==> src/rtl/gpx2_cfg_ctrl.sv <==
// GPX2 TDC configuration sequencer: drives the byte SPI master and owns SSN.
// Optional readback verify frame is compiled in with `define GPX2_CFG_VERIFY_EN.
//
// state      | meaning
// -----------+--------------------------------------------------------
// S_IDLE     | waiting for start, SSN high
// S_CS_SETUP | SSN low, setup delay before the first byte of a frame
// S_SEND     | waiting for SPI master ready, then issue one byte req
// S_WAIT     | byte in flight, timeout running
// S_CS_HOLD  | SSN still low, hold delay after the last byte
// S_CS_GAP   | SSN high, minimum inter-frame gap
// S_FINISH   | done pulse after a completed sequence
// S_ABORT    | done pulse after a byte timeout, err set
module gpx2_cfg_ctrl #(
  parameter int CFG_REG_NUM         = 17,
  parameter int CS_GAP_CLKCNT       = 8,
  parameter int BYTE_TIMEOUT_CLKCNT = 1023
) (
  input  logic                     i_clk,
  input  logic                     i_rst_n,
  input  logic                     i_cfg_start,
  input  logic [CFG_REG_NUM*8-1:0] i_cfg_data,
  output logic                     o_cfg_busy,
  output logic                     o_cfg_done,
  output logic                     o_cfg_err,
  output logic                     o_spi_ssn,
  output logic                     o_spicom_req,
  output logic [7:0]               o_spi_wdata,
  input  logic                     i_spicom_ready,
  input  logic                     i_spi_rdvalid,
  input  logic [7:0]               i_spi_rdbyte
);

  localparam int TMAX = (CS_GAP_CLKCNT > BYTE_TIMEOUT_CLKCNT) ? CS_GAP_CLKCNT : BYTE_TIMEOUT_CLKCNT;
  localparam int TW   = $clog2(TMAX + 1);
  localparam int BW   = $clog2(CFG_REG_NUM + 2);
  localparam logic [TW-1:0] GAP_LOAD = TW'(CS_GAP_CLKCNT - 1);
  localparam logic [TW-1:0] TMO_LOAD = TW'(BYTE_TIMEOUT_CLKCNT - 1);

`ifdef GPX2_CFG_VERIFY_EN
  localparam logic [1:0] FRAME_AFTER_F1 = 2'd2;
`else
  localparam logic [1:0] FRAME_AFTER_F1 = 2'd3;
`endif

  typedef enum logic [2:0] {
    S_IDLE, S_CS_SETUP, S_SEND, S_WAIT, S_CS_HOLD, S_CS_GAP, S_FINISH, S_ABORT
  } state_t;

  state_t          state, state_nxt;
  logic [TW-1:0]   tmr, tmr_nxt;
  logic [BW-1:0]   byte_idx, byte_nxt, reg_sel;
  logic [1:0]      frame, frame_nxt;
  logic            err, err_nxt;
  logic            ssn, ssn_nxt;
  logic            req, req_nxt;
  logic [7:0]      wdata, wdata_nxt;
  logic            latch;
  logic [7:0]      img_q [CFG_REG_NUM];
  logic [7:0]      opcode, tx_byte;
  logic            last_byte, mismatch;

  assign reg_sel = byte_idx - 1'b1;

  always_comb begin
    case (frame)
      2'd0:    opcode = 8'h30;
      2'd1:    opcode = 8'h80;
      2'd2:    opcode = 8'h40;
      default: opcode = 8'h18;
    endcase
  end

  assign tx_byte   = (byte_idx == '0) ? opcode : ((frame == 2'd1) ? img_q[reg_sel] : 8'h00);
  assign last_byte = (frame == 2'd1 || frame == 2'd2) ? (byte_idx == BW'(CFG_REG_NUM)) : (byte_idx == '0);
  // Frame 2 is unreachable unless the verify frame is enabled, so this stays inert otherwise.
  assign mismatch  = (frame == 2'd2) && (byte_idx != '0) && (i_spi_rdbyte != img_q[reg_sel]);

  always_comb begin
    state_nxt = state;
    tmr_nxt   = tmr;
    byte_nxt  = byte_idx;
    frame_nxt = frame;
    err_nxt   = err;
    req_nxt   = 1'b0;
    wdata_nxt = wdata;
    latch     = 1'b0;
    case (state)
      S_IDLE: if (i_cfg_start) begin
        latch     = 1'b1;
        err_nxt   = 1'b0;
        frame_nxt = 2'd0;
        byte_nxt  = '0;
        tmr_nxt   = GAP_LOAD;
        state_nxt = S_CS_SETUP;
      end
      S_CS_SETUP: if (tmr == '0) state_nxt = S_SEND; else tmr_nxt = tmr - 1'b1;
      S_SEND: if (i_spicom_ready) begin
        req_nxt   = 1'b1;
        wdata_nxt = tx_byte;
        tmr_nxt   = TMO_LOAD;
        state_nxt = S_WAIT;
      end
      S_WAIT: begin
        if (i_spi_rdvalid) begin
          if (mismatch) err_nxt = 1'b1;
          if (last_byte) begin
            byte_nxt  = '0;
            tmr_nxt   = GAP_LOAD;
            state_nxt = S_CS_HOLD;
          end else begin
            byte_nxt  = byte_idx + 1'b1;
            state_nxt = S_SEND;
          end
        end else if (tmr == '0) begin
          err_nxt   = 1'b1;
          state_nxt = S_ABORT;
        end else begin
          tmr_nxt = tmr - 1'b1;
        end
      end
      S_CS_HOLD: begin
        if (tmr == '0) begin
          tmr_nxt   = GAP_LOAD;
          state_nxt = S_CS_GAP;
        end else tmr_nxt = tmr - 1'b1;
      end
      S_CS_GAP: begin
        if (tmr != '0) tmr_nxt = tmr - 1'b1;
        else if (frame == 2'd3) state_nxt = S_FINISH;
        else begin
          frame_nxt = (frame == 2'd1) ? FRAME_AFTER_F1 : frame + 2'd1;
          tmr_nxt   = GAP_LOAD;
          state_nxt = S_CS_SETUP;
        end
      end
      S_FINISH, S_ABORT: begin
        tmr_nxt   = '0;
        byte_nxt  = '0;
        frame_nxt = 2'd0;
        state_nxt = S_IDLE;
      end
      default: state_nxt = S_IDLE;
    endcase
    ssn_nxt = !(state_nxt == S_CS_SETUP || state_nxt == S_SEND ||
                state_nxt == S_WAIT || state_nxt == S_CS_HOLD);
  end

  always_ff @(posedge i_clk or negedge i_rst_n) begin
    if (!i_rst_n) begin
      state    <= S_IDLE;
      tmr      <= '0;
      byte_idx <= '0;
      frame    <= 2'd0;
      err      <= 1'b0;
      ssn      <= 1'b1;
      req      <= 1'b0;
      wdata    <= 8'h00;
      for (int k = 0; k < CFG_REG_NUM; k++) img_q[k] <= 8'h00;
    end else begin
      state    <= state_nxt;
      tmr      <= tmr_nxt;
      byte_idx <= byte_nxt;
      frame    <= frame_nxt;
      err      <= err_nxt;
      ssn      <= ssn_nxt;
      req      <= req_nxt;
      wdata    <= wdata_nxt;
      if (latch)
        for (int k = 0; k < CFG_REG_NUM; k++) img_q[k] <= i_cfg_data[8*k +: 8];
    end
  end

  assign o_cfg_busy   = (state != S_IDLE);
  assign o_cfg_done   = (state == S_FINISH) || (state == S_ABORT);
  assign o_cfg_err    = err;
  assign o_spi_ssn    = ssn;
  assign o_spicom_req = req;
  assign o_spi_wdata  = wdata;

endmodule

==> config.mk <==
export PLATFORM = sky130hd
export DESIGN_NAME = gpx2_cfg_ctrl
export DESIGN_NICKNAME = d
export VERILOG_FILES = /design/src/rtl/gpx2_cfg_ctrl.sv
export SDC_FILE = /design/constraint.sdc
export NUM_CORES = 1
export LEC_CHECK = 0
export BUFFER_PORTS_ARGS = -buffer_cell sky130_fd_sc_hd__buf_2
export CORE_MARGIN = 10
export CORE_UTILIZATION = 40
export CTS_CLUSTER_SIZE = 16
export DETAILED_ROUTE_END_ITERATION = 16
export GPL_ROUTABILITY_DRIVEN = 1
export GPL_TIMING_DRIVEN = 0
export PLACE_DENSITY_LB_ADDON = 0.2
export SLEW_MARGIN = 10
export SYNTH_ARGS = -nofsm -noshare
export SYNTH_HDL_FRONTEND = slang
export SYNTH_SLANG_ARGS = --single-unit
==> constraint.sdc <==
create_clock -name i_clk -period 3.8 [get_ports i_clk]
set_input_delay 0.38 -clock i_clk [delete_from_list [all_inputs] [get_ports i_clk]]
set_output_delay 0.38 -clock i_clk [all_outputs]
set_load 0.05 [all_outputs]
==> impl_metrics.ini, run 1 <==
[status]
status = completed

[power_and_ir_drop]
p_int_uw = 5219
swShare_pct = 36.07
clockPowerShare_pct = 21.7
p_leak_uw = 0.004609
switchingPower_uw = 2945
p_seq_share_pct = 37.8
p_per_area_nw_per_um2 = 759.2
p_total_uw = 8165
irDropWorstVdd_uv = 356.7
comb_power_share_pct = 40.6

[detailed_routing]
wire_per_inst_um = 21.33
wirelength_um = 26450
drt_iter0_drc = 530
vias = 6867
drc = 0
first_pass_iters = 5
viasPerCell = 5.538
postRouteAntennaNets = 0

[yosys]
synthAdderAreaFrac_pct = 1.554
yosysWarnings = 0
synth-async-reset-ratio_pct = 100.0
synthXorXnorAreaFrac_pct = 1.074
synth-edff-count = 0
synth_area_sq_um = 8857
synth_cells = 761
yosysTopAreaCellShare_pct = 46.90
synth_top_family_by_area = multiplexers
synth-seq-area-share_pct = 47.20
synth_cell_types = 71
ys.flop_type = dfrtp_1
synth_area_leaders = dfrtp_1 47%, mux2_2 17%, mux4_2 4.3%
synthMuxAreaShare_pct = 25.68
synth_largest_area_cell = dfrtp_1
synth_compound_area_share_pct = 9.083
synthSimpleGateAreaFrac_pct = 11.27
postSynthNetCount = 921
synth-seq-cells = 167
synth.avg_cell_area_sq_um = 11.64

[cts]
cts_tree = built
clockBufferDepth = 2
cts.sinks = 167
numCtsBuffers = 17
clkSlewWorstSetupHoldPaths_ns = 0.07
clk_latency_ns = 0.43
htree_levels = 4
cts-root-buf = clkbuf_16

[placement]
port-buffer-count = 161
routabilityCongestion = 0.8785
dpl.hpwl_um = 19790

[critical_path]
rrSetupSlack_ns = 0.18
worstRegToRegCells = 15
arrival_ns = 3.91
critPathMostFrequentCell = buf_4
r2r_end = o_cfg_err$_DFFE_PN0P_
critical_path_class = register to register
worstReg2RegStart = byte_idx[0]$_DFFE_PN0P_
path_cells = buf_6, buf_12, buf_12, buf_4, inv_1, ha_4, buf_4, buf_4, nor3b_1, mux2i_1, nand4_1, a222oi_1, o21ai_1, nor3_1, a41oi_1
start_kind = register
required_ns = 4.09
crit_slowest_cell = dfrtp_1
cp-end-kind = register
cp_max_fo = 10
slowest_delay_ns = 0.40

[global_routing]
grt_use_met2_pct = 28.79
grt_max_degree = 102
grt_first_pass_wirelength_um = 40700
grt_pass1_vias = 7181
busiest_layer = met2
grt_usage_pct = 18.46
grt_antenna_before_repair = 9
overflow = 0
met1_usage_pct = 23.99
grtUsageMet3_pct = 6.600

[die]
coreArea_sq_um = 21820
die_y_um = 168.8
start_util_pct = 40.59
die_area_sq_um = 28500
rows = 54
die_w_um = 168.8
pin_count = 162

[timing]
tightestPinTransition_ns = 0.8998
hold_viol = 0
fin_crit_sh_pct = 95.36
setup_viol = 0
slew_viol_final = 0
holdWs_ns = 0.1569
post-route-min-period_ns = 3.624
relSlewSlack_pct = 39.88
skew_ns = 0.009204
max_freq_mhz = 276.0

[min_path]
whs_path_depth = 3
min_to = img_q[3]$_DFFE_PN0P_
worstHoldStart = i_cfg_data[131]
hold_class = input pin to register

[job]
cap_violations = 0

[layout]
drive_gt1_share_pct = 39.94
multi_input_comb_area_sq_um = 4360
seq_area_sq_um = 4180
nNetsFinal = 1106
fillers = 1980
area.growth.synth_to_final_pct = 21.42
-- layout by cell type, fill, tap and decap left out, drive strengths merged, types with 19 or more instances in the layout --
cell type,n
nor2,23
a21oi,19
dfrtp,166
buf,186
clkbuf,45
inv,32
nand2,65
o21ai,47
mux2,136
mux2i,36
nor3,23
nor3b,22
-- power by group through the flow --
| stage | combinational, uW | clock, uW | sequential (uW) |
|---|---|---|---|
| 2_1_floorplan | 2380 | 0 | 3030 |
| 3_3_place_gp | 3200 | 0 | 3090 |
| 3_5_place_dp | 3270 | 0 | 3110 |
| 4_1_cts | 3290 | 1810 | 3080 |
| 5_1_grt | 3620 | 1880 | 3180 |
| 6_report | 3310 | 1770 | 3080 |
-- cells in the mapped netlist (5+ instances only) --
library cell	count
a21oi_1	18
a22oi_1	5
a31oi_1	12
a32oi_1	5
and2_1	5
buf_2	6
buf_6	7
clkbuf_1	27
dfrtp_1	166
ha_1	11
inv_1	24
mux2_2	132
mux2i_1	36
mux4_2	17
nand2_1	64
nand3_1	9
nand3b_1	11
nand4_1	10
nor2_1	23
nor2b_1	5
nor3_1	22
nor3b_1	21
o21ai_0	30
o21ai_1	17
o22ai_1	11
-- routing by layer --
layer / up-vias / part of all wire [%]
met2: 245 / 46
met4: 12 / 1.4
li1: 3165 / -
met3: 36 / 7.9
met1: 3409 / 44
met5: - / 0.31
-- metrics by stage --
step | setup TNS, ns | worst slack, ns | cells | utilization (%) | cell area (sq um)
global route | -0.002489 | -0.002489 | 1239 | 49.27 | 10750
global placement | -68.03 | -0.5009 | 1202 | 45.88 | 10010
CTS | 0 | 0.08380 | 1238 | 49.07 | 10710
floorplan | 0 | 0.6742 | 761 | - | 8857
finish | 0 | 0.1762 | 1240 | 49.28 | 10750
detailed placement | -2.644 | -0.5320 | 1203 | 46.06 | 10050
-- sequential cells by signal (all words and copies together), names as in the netlist --
register and count:
o_spi_ssn 1, byte_idx 5, o_cfg_err 1, img_q 136, state 3, o_spi_wdata 8, o_spicom_req 1, frame 2
tmr 10
-- what timing repair did --
action / CTS / global route
hold buffers: 1 / 0
pin swaps: 1 / 3
buffers inserted: 2 / 1
endpoints found under the hold margin: 65 / 0
resized for setup: 14 / 7
setup endpoints to repair: 8 / 2
-- critical path: cells and delay by family, from the launching register on --
kind                       cells  cell delay (ns)
buffers and inverters          7             1.37
muxes                          1             0.18
adders and majority gates      1             0.36
AOI/OAI and AO/OA              3             0.59
and+or+nand+nor                3             0.58
DFF                            1             0.40
-- layout make-up --
| type | count | share of cell area, % |
|---|---|---|
| repair buffers | 166 | 8.144 |
| clock buffers | 19 | 4.026 |
| inverters | 25 | 0.8726 |
| diodes | 1 | 0.02327 |
| plain buffers | 47 | 2.781 |
| well taps | 280 | 3.258 |
| multi-input cells | 522 | 40.55 |
| flip-flops and latches | 167 | 38.87 |
| clock inverters | 13 | 1.478 |
-- how the worst max path moves through the flow --
| stage | from | end | slack [ns] |
|---|---|---|---|
| detailed placement | byte_idx[0]$_DFFE_PN0P_ | o_cfg_err$_DFFE_PN0P_ | -0.53 |
| CTS | byte_idx[0]$_DFFE_PN0P_ | o_cfg_err$_DFFE_PN0P_ | 0.08 |
| global route | byte_idx[0]$_DFFE_PN0P_ | o_cfg_err$_DFFE_PN0P_ | -0.002 |
| floorplan | byte_idx[0]$_DFFE_PN0P_ | o_cfg_err$_DFFE_PN0P_ | 0.67 |
| finish | byte_idx[0]$_DFFE_PN0P_ | o_cfg_err$_DFFE_PN0P_ | 0.18 |
| global placement | byte_idx[0]$_DFFE_PN0P_ | o_cfg_err$_DFFE_PN0P_ | -0.50 |
-- cell families (layout without fill, tap and decap cells) --
group / count (synthesis) / count (layout)
buffers and inverters: 72 / 270
adders and majority gates: 11 / 11
xor gates and xnor gates: 7 / 7
muxes: 189 / 189
and+or+nand+nor: 189 / 189
DFF: 167 / 167
other: 0 / 1
AOI/OAI and AO/OA: 126 / 126
Power figures use the tool's default switching activity.
==> run 2, diff against run 1 <==
BUFFER_PORTS_ARGS = -buffer_cell sky130_fd_sc_hd__clkbuf_2   (was -buffer_cell sky130_fd_sc_hd__buf_2)
CELL_PAD_IN_SITES_DETAIL_PLACEMENT = 1   (was default)
CELL_PAD_IN_SITES_GLOBAL_PLACEMENT = 1   (was default)
==> impl_metrics.ini, run 2 (synthesis results as in run 1) <==
[timing]
tightestPinTransition_ns = 0.9055
relSlewSlack_pct = 39.20
skew_ns = 0.01037
grt_setup_unrepaired = false
fin_ws_ns = 0.1734
slew_viol_final = 0
max_freq_mhz = 275.7
fin_crit_sh_pct = 95.44
setup_viol = 0
post-route-min-period_ns = 3.627
hold_viol = 0

[critical_path]
crit_slowest_cell = dfrtp_1
path_buf_inv = 7
worstReg2RegStart = byte_idx[0]$_DFFE_PN0P_
rrSetupSlack_ns = 0.17
required_ns = 4.09
r2r_end = o_cfg_err$_DFFE_PN0P_
start_kind = register
cp_top_family = buffers and inverters
slowest_delay_ns = 0.38
path_cells = buf_8, buf_12, buf_12, buf_6, clkinvlp_4, ha_4, xnor2_4, buf_8, buf_6, mux2i_1, nand4_1, a222oi_1, o21ai_1, nor3_1, a41oi_1
critical_path_class = register to register
cp-end-kind = register
cp_max_fo = 10
arrival_ns = 3.92
worstRegToRegCells = 15

[die]
die_area_sq_um = 28500
pin_count = 162
coreArea_sq_um = 21820
rows = 54
die_w_um = 168.8
start_util_pct = 40.59
die_y_um = 168.8

[cts]
htree_levels = 4
clk_latency_ns = 0.44
cts.sinks = 167
clkSlewWorstSetupHoldPaths_ns = 0.07
cts-root-buf = clkbuf_16
numCtsBuffers = 17
cts_tree = built
clockBufferDepth = 2

[layout]
top_register = img_q
final_cell_mix = 166 x dfrtp_1, 162 x clkbuf_2, 132 x mux2_2, 64 x nand2_1, 35 x mux2i_1
largest_register_ffs = 136
final_common_cell = dfrtp_1
nNetsFinal = 1108
area.growth.synth_to_final_pct = 22.07
finalNonFillerCells = 1243
drive_gt1_share_pct = 40.27

[placement]
pre_cts_slack_ns = -0.5768
port-buffer-count = 161
routabilityCongestion = 0.8405
dp_cells = 1204
dpl.hpwl_um = 21700

[detailed_routing]
drc = 0
viasPerCell = 5.545
postRouteAntennaNets = 0
wirelength_um = 28780
drt_iter0_drc = 354
vias = 6892
first_pass_iters = 5
wire_per_inst_um = 23.15

[status]
status = completed

[power_and_ir_drop]
irDropWorstVdd_uv = 316.2
p_per_area_nw_per_um2 = 763.9
p_leak_uw = 0.004652

[min_path]
min_to = img_q[2]$_DFFE_PN0P_
whs_path_depth = 3
worstHoldStart = i_cfg_data[130]
hold_class = input pin to register

[global_routing]
grt_max_degree = 73
grt_pass1_vias = 7707
grt_first_pass_wirelength_um = 44840
overflow = 0
grt_usage_pct = 20.23
grt_antenna_before_repair = 7

[job]
cap_violations = 0
-- run 2: timing repair --
| action | CTS | global route |
|---|---|---|
| hold buffers | 1 | 0 |
| resized for setup | 16 | 7 |
| hold endpoints to repair | 45 | 0 |
| gates cloned | 0 | 0 |
| pin swaps | 1 | 3 |
| setup endpoints to repair | 8 | 2 |
| setup buffers | 2 | 2 |
-- run 2: per-layer routing --
metal / part of all wire, % / global-route usage, %
met3: 6.5 / 6.369
met1: 44 / 25.48
met2: 49 / 33.64
met5: 0.20 / 0
met4: 0.66 / 3.671
-- run 2: worst max-delay path by stage --
stage,start,endpoint,depth (start not counted)
6_report,byte_idx[0]$_DFFE_PN0P_,o_cfg_err$_DFFE_PN0P_,15
4_1_cts,byte_idx[0]$_DFFE_PN0P_,o_cfg_err$_DFFE_PN0P_,15
3_5_place_dp,byte_idx[0]$_DFFE_PN0P_,o_cfg_err$_DFFE_PN0P_,15
3_3_place_gp,i_rst_n,img_q[57]$_DFFE_PN0P_,1
2_1_floorplan,byte_idx[0]$_DFFE_PN0P_,o_cfg_err$_DFFE_PN0P_,14
5_1_grt,byte_idx[0]$_DFFE_PN0P_,o_cfg_err$_DFFE_PN0P_,15
-- run 2: final cells by class --
type | count | area (sq um)
Clock inverter | 14 | 160.2
Multi-Input combinational cell | 522 | 4357
Sequential cell | 167 | 4180
Tap cell | 280 | 350.3
Inverter | 25 | 97.59
Fill cell | 2378 | 11010
Antenna cell | 2 | 5.005
Buffer | 47 | 312.8
Clock buffer | 18 | 439.2
Timing Repair Buffer | 168 | 909.6
-- run 2: tightest hold or removal path, delay by kind of cell --
kind	cells	cell delay (ns)
and+or+nand+nor	1	0.03
buffers and inverters	1	0.08
AOI/OAI and AO/OA	1	0.05
-- run 2: per-stage QoR --
stage | instance area, sq um | utilization (%) | setup TNS [ns] | power (uW) | hold WS, ns
finish | 10810 | 49.54 | 0 | 8259 | 0.1395
global route | 10810 | 49.53 | 0 | 8789 | 0.1588
CTS | 10750 | 49.27 | 0 | 8295 | 0.1289
floorplan | 8857 | - | 0 | 5410 | 0.08441
global placement | 10010 | 45.88 | -152.33 | 6330 | 0.4697
detailed placement | 10080 | 46.18 | -2.962 | 6456 | 0.3624
-- run 2: power by group --
part	switching (uW)	internal, uW	total (uW)
registers	468	2630	3100
logic	1780	1600	3370
clock network	838	953	1790
total	3080	5180	8260
==> run 3, diff against run 2 <==
ABC_AREA = 1   (was default)
CORE_ASPECT_RATIO = 0.7   (was default)
==> impl_metrics.ini, run 3 <==
[die]
start_util_pct = 40.56
die_y_um = 143.7
pin_count = 162
coreArea_sq_um = 21560
die_w_um = 196.7
rows = 45
die_area_sq_um = 28270

[yosys]
yosysWarnings = 0
synth-seq-cells = 167
synth_cells = 1208
synth.avg_cell_area_sq_um = 7.240
ys.flop_type = dfrtp_1
synth_commonest_cells = 608 x nand2_1, 166 x dfrtp_1, 159 x nand3_1
postSynthNetCount = 1368
yosysTopAreaCellShare_pct = 47.50
synth_area_leaders = dfrtp_1 47%, nand2_1 26%, nand3_1 9.1%
synth-async-reset-ratio_pct = 100.0
synth_area_sq_um = 8746
yosysMostFrequentCell = nand2_1
synth-edff-count = 0
synth-seq-area-share_pct = 47.80
synth_largest_area_cell = dfrtp_1
synth_cell_types = 40

[power_and_ir_drop]
p_per_area_nw_per_um2 = 889.6
p_total_uw = 9356
irDropWorstVdd_uv = 477.5
p_leak_uw = 0.005664

[global_routing]
grt_pass1_vias = 9161
grt_max_degree = 93
overflow = 0
grt_antenna_before_repair = 0
grt_usage_pct = 23.55
grt_first_pass_wirelength_um = 51460

[cts]
cts-root-buf = clkbuf_16
cts_tree = built
clockBufferDepth = 2
clk_latency_ns = 0.45
clkSlewWorstSetupHoldPaths_ns = 0.07
htree_levels = 4
numCtsBuffers = 17
cts_resized = 0
cts_hold_buf = 0
cts.sinks = 167
post_cts_buffers = 0

[detailed_routing]
top_layer = met4
wire_per_inst_um = 19.54
wirelength_um = 32880
dr_wl_met2_um = 13690
dr_wl_met3_um = 2647
drc = 0
wl_met1_um = 16190
first_pass_iters = 5
vias = 8864
viasPerCell = 5.267
drt_iter0_drc = 737
postRouteAntennaNets = 0

[timing]
max_freq_mhz = 287.3
fin_ws_ns = 0.3191
holdWs_ns = -0.01127
skew_ns = 0.01720
relSlewSlack_pct = 46.50
fin_crit_sh_pct = 91.60
setup_tns_ns = 0
tightestPinTransition_ns = 0.8025
slew_viol_final = 0
setup_viol = 0
hold_viol = 4
grt_setup_unrepaired = false
post-route-min-period_ns = 3.481

[layout]
nNetsFinal = 1548
area.growth.synth_to_final_pct = 20.26
fillers = 2825
seq_area_sq_um = 4180
final_cell_mix = 608 x nand2_1, 166 x dfrtp_1, 162 x clkbuf_2, 159 x nand3_1, 53 x inv_1
drive_gt1_share_pct = 17.42
final_common_cell = nand2_1
largest_register_ffs = 136
antenna_cells = 0
final_area_sq_um = 10520
multi_input_comb_area_sq_um = 4026
top_register = img_q

[critical_path]
critical_path_class = register to register
arrival_ns = 3.82
required_ns = 4.14
cp-end-kind = register
slowest_delay_ns = 0.57
cp_max_fo = 11
path_cells = buf_2, inv_2, buf_6, buf_2, ha_1, buf_4, clkbuf_1, nand3_1, nand3_1, nand3_1, nand2_1, nand2_1, nand3_1, nand2_1, nand2_1, nor2_1, nand2_1, nand2_1, nand2_1, nand2_1, nand2_1, nand2_1
start_kind = register
crit_slowest_cell = clkbuf_1
critPathMostFrequentCell = nand2_1

[placement]
pre_cts_slack_ns = 0.2383
dpl.hpwl_um = 25170
routabilityCongestion = 0.8872
port-buffer-count = 161
place_area_sq_um = 9941

[status]
violations = negative hold slack
status = finished with violations

[min_path]
hold_class = input pin to async pin

[job]
cap_violations = 0
run 3: cell types whose count changed in the layout (fill, tap and decap cells not counted), moves of 11 or more:
cell and change:
buf_2 +13, inv_1 +30, mux2_2 -132, mux2i_1 -35, mux4_2 -17, nand2_1 +544, nand3_1 +150, nor2_1 +12
nor3_1 -11, nor3b_1 -19, o21ai_1 -15
run 3: through the flow:
stage                     utilization, %  std cells
after floorplan                        -       1208
after global placement             45.93       1651
after detailed placement           46.10       1652
after CTS                          48.78       1684
after global routing               48.77       1683
final                              48.77       1683
run 3: metal layers:
layer	track usage (%)	vias up
li1	-	4188
met4	4.334	0
met5	0	-
met2	34.44	320
met1	34.06	4326
met3	6.518	30
run 3: report_power, final:
group          internal (uW)  total [uW]  switching [uW]
Combinational           1380        4520            3140
Sequential              2570        3100             535
Clock                    876        1730             858
Total                   4830        9360            4530
run 3: final cells by class:
class | instances | area share (%)
multi-input cells | 919 | 38.28
clock inverters | 15 | 1.463
flip-flops and latches | 167 | 39.75
plain buffers | 61 | 2.938
well taps | 282 | 3.355
repair buffers | 162 | 8.006
inverters | 60 | 2.165
clock buffers | 17 | 4.045
run 3: final timing paths:
check	slack [ns]	cells past startpoint	to	from
setup / recovery	0.32	22	o_cfg_err$_DFFE_PN0P_	byte_idx[0]$_DFFE_PN0P_
hold / removal	-0.01	1	img_q[61]$_DFFE_PN0P_	i_rst_n
setup reg to reg	0.32	22	o_cfg_err$_DFFE_PN0P_	byte_idx[0]$_DFFE_PN0P_
hold reg to reg	0.48	2	img_q[19]$_DFFE_PN0P_	img_q[19]$_DFFE_PN0P_
max in group asynchronous	2.97	2	img_q[121]$_DFFE_PN0P_	i_rst_n
min in group i_clk	0.12	3	img_q[27]$_DFFE_PN0P_	i_cfg_data[107]
run 3: cell families (layout without fill, tap and decap cells):
logic type | count (synthesis) | after routing | share of synthesized area (%)
AO/OA/AOI/OAI | 61 | 61 | 3.763
AND/OR/NAND/NOR | 840 | 840 | 39.79
XOR/XNOR | 7 | 7 | 0.9156
buffers and inverters | 122 | 315 | 6.166
adder cells (fa/ha/maj) | 11 | 11 | 1.574
flip-flops | 167 | 167 | 47.80
run 3: worst max-delay path, delay by kind of cell, from the launching register on:
kind / cells / cell delay, ns
AND/OR/NAND/NOR: 15 / 1.31
adder cells (fa/ha/maj): 1 / 0.32
flip-flops: 1 / 0.40
buffers and inverters: 6 / 1.34
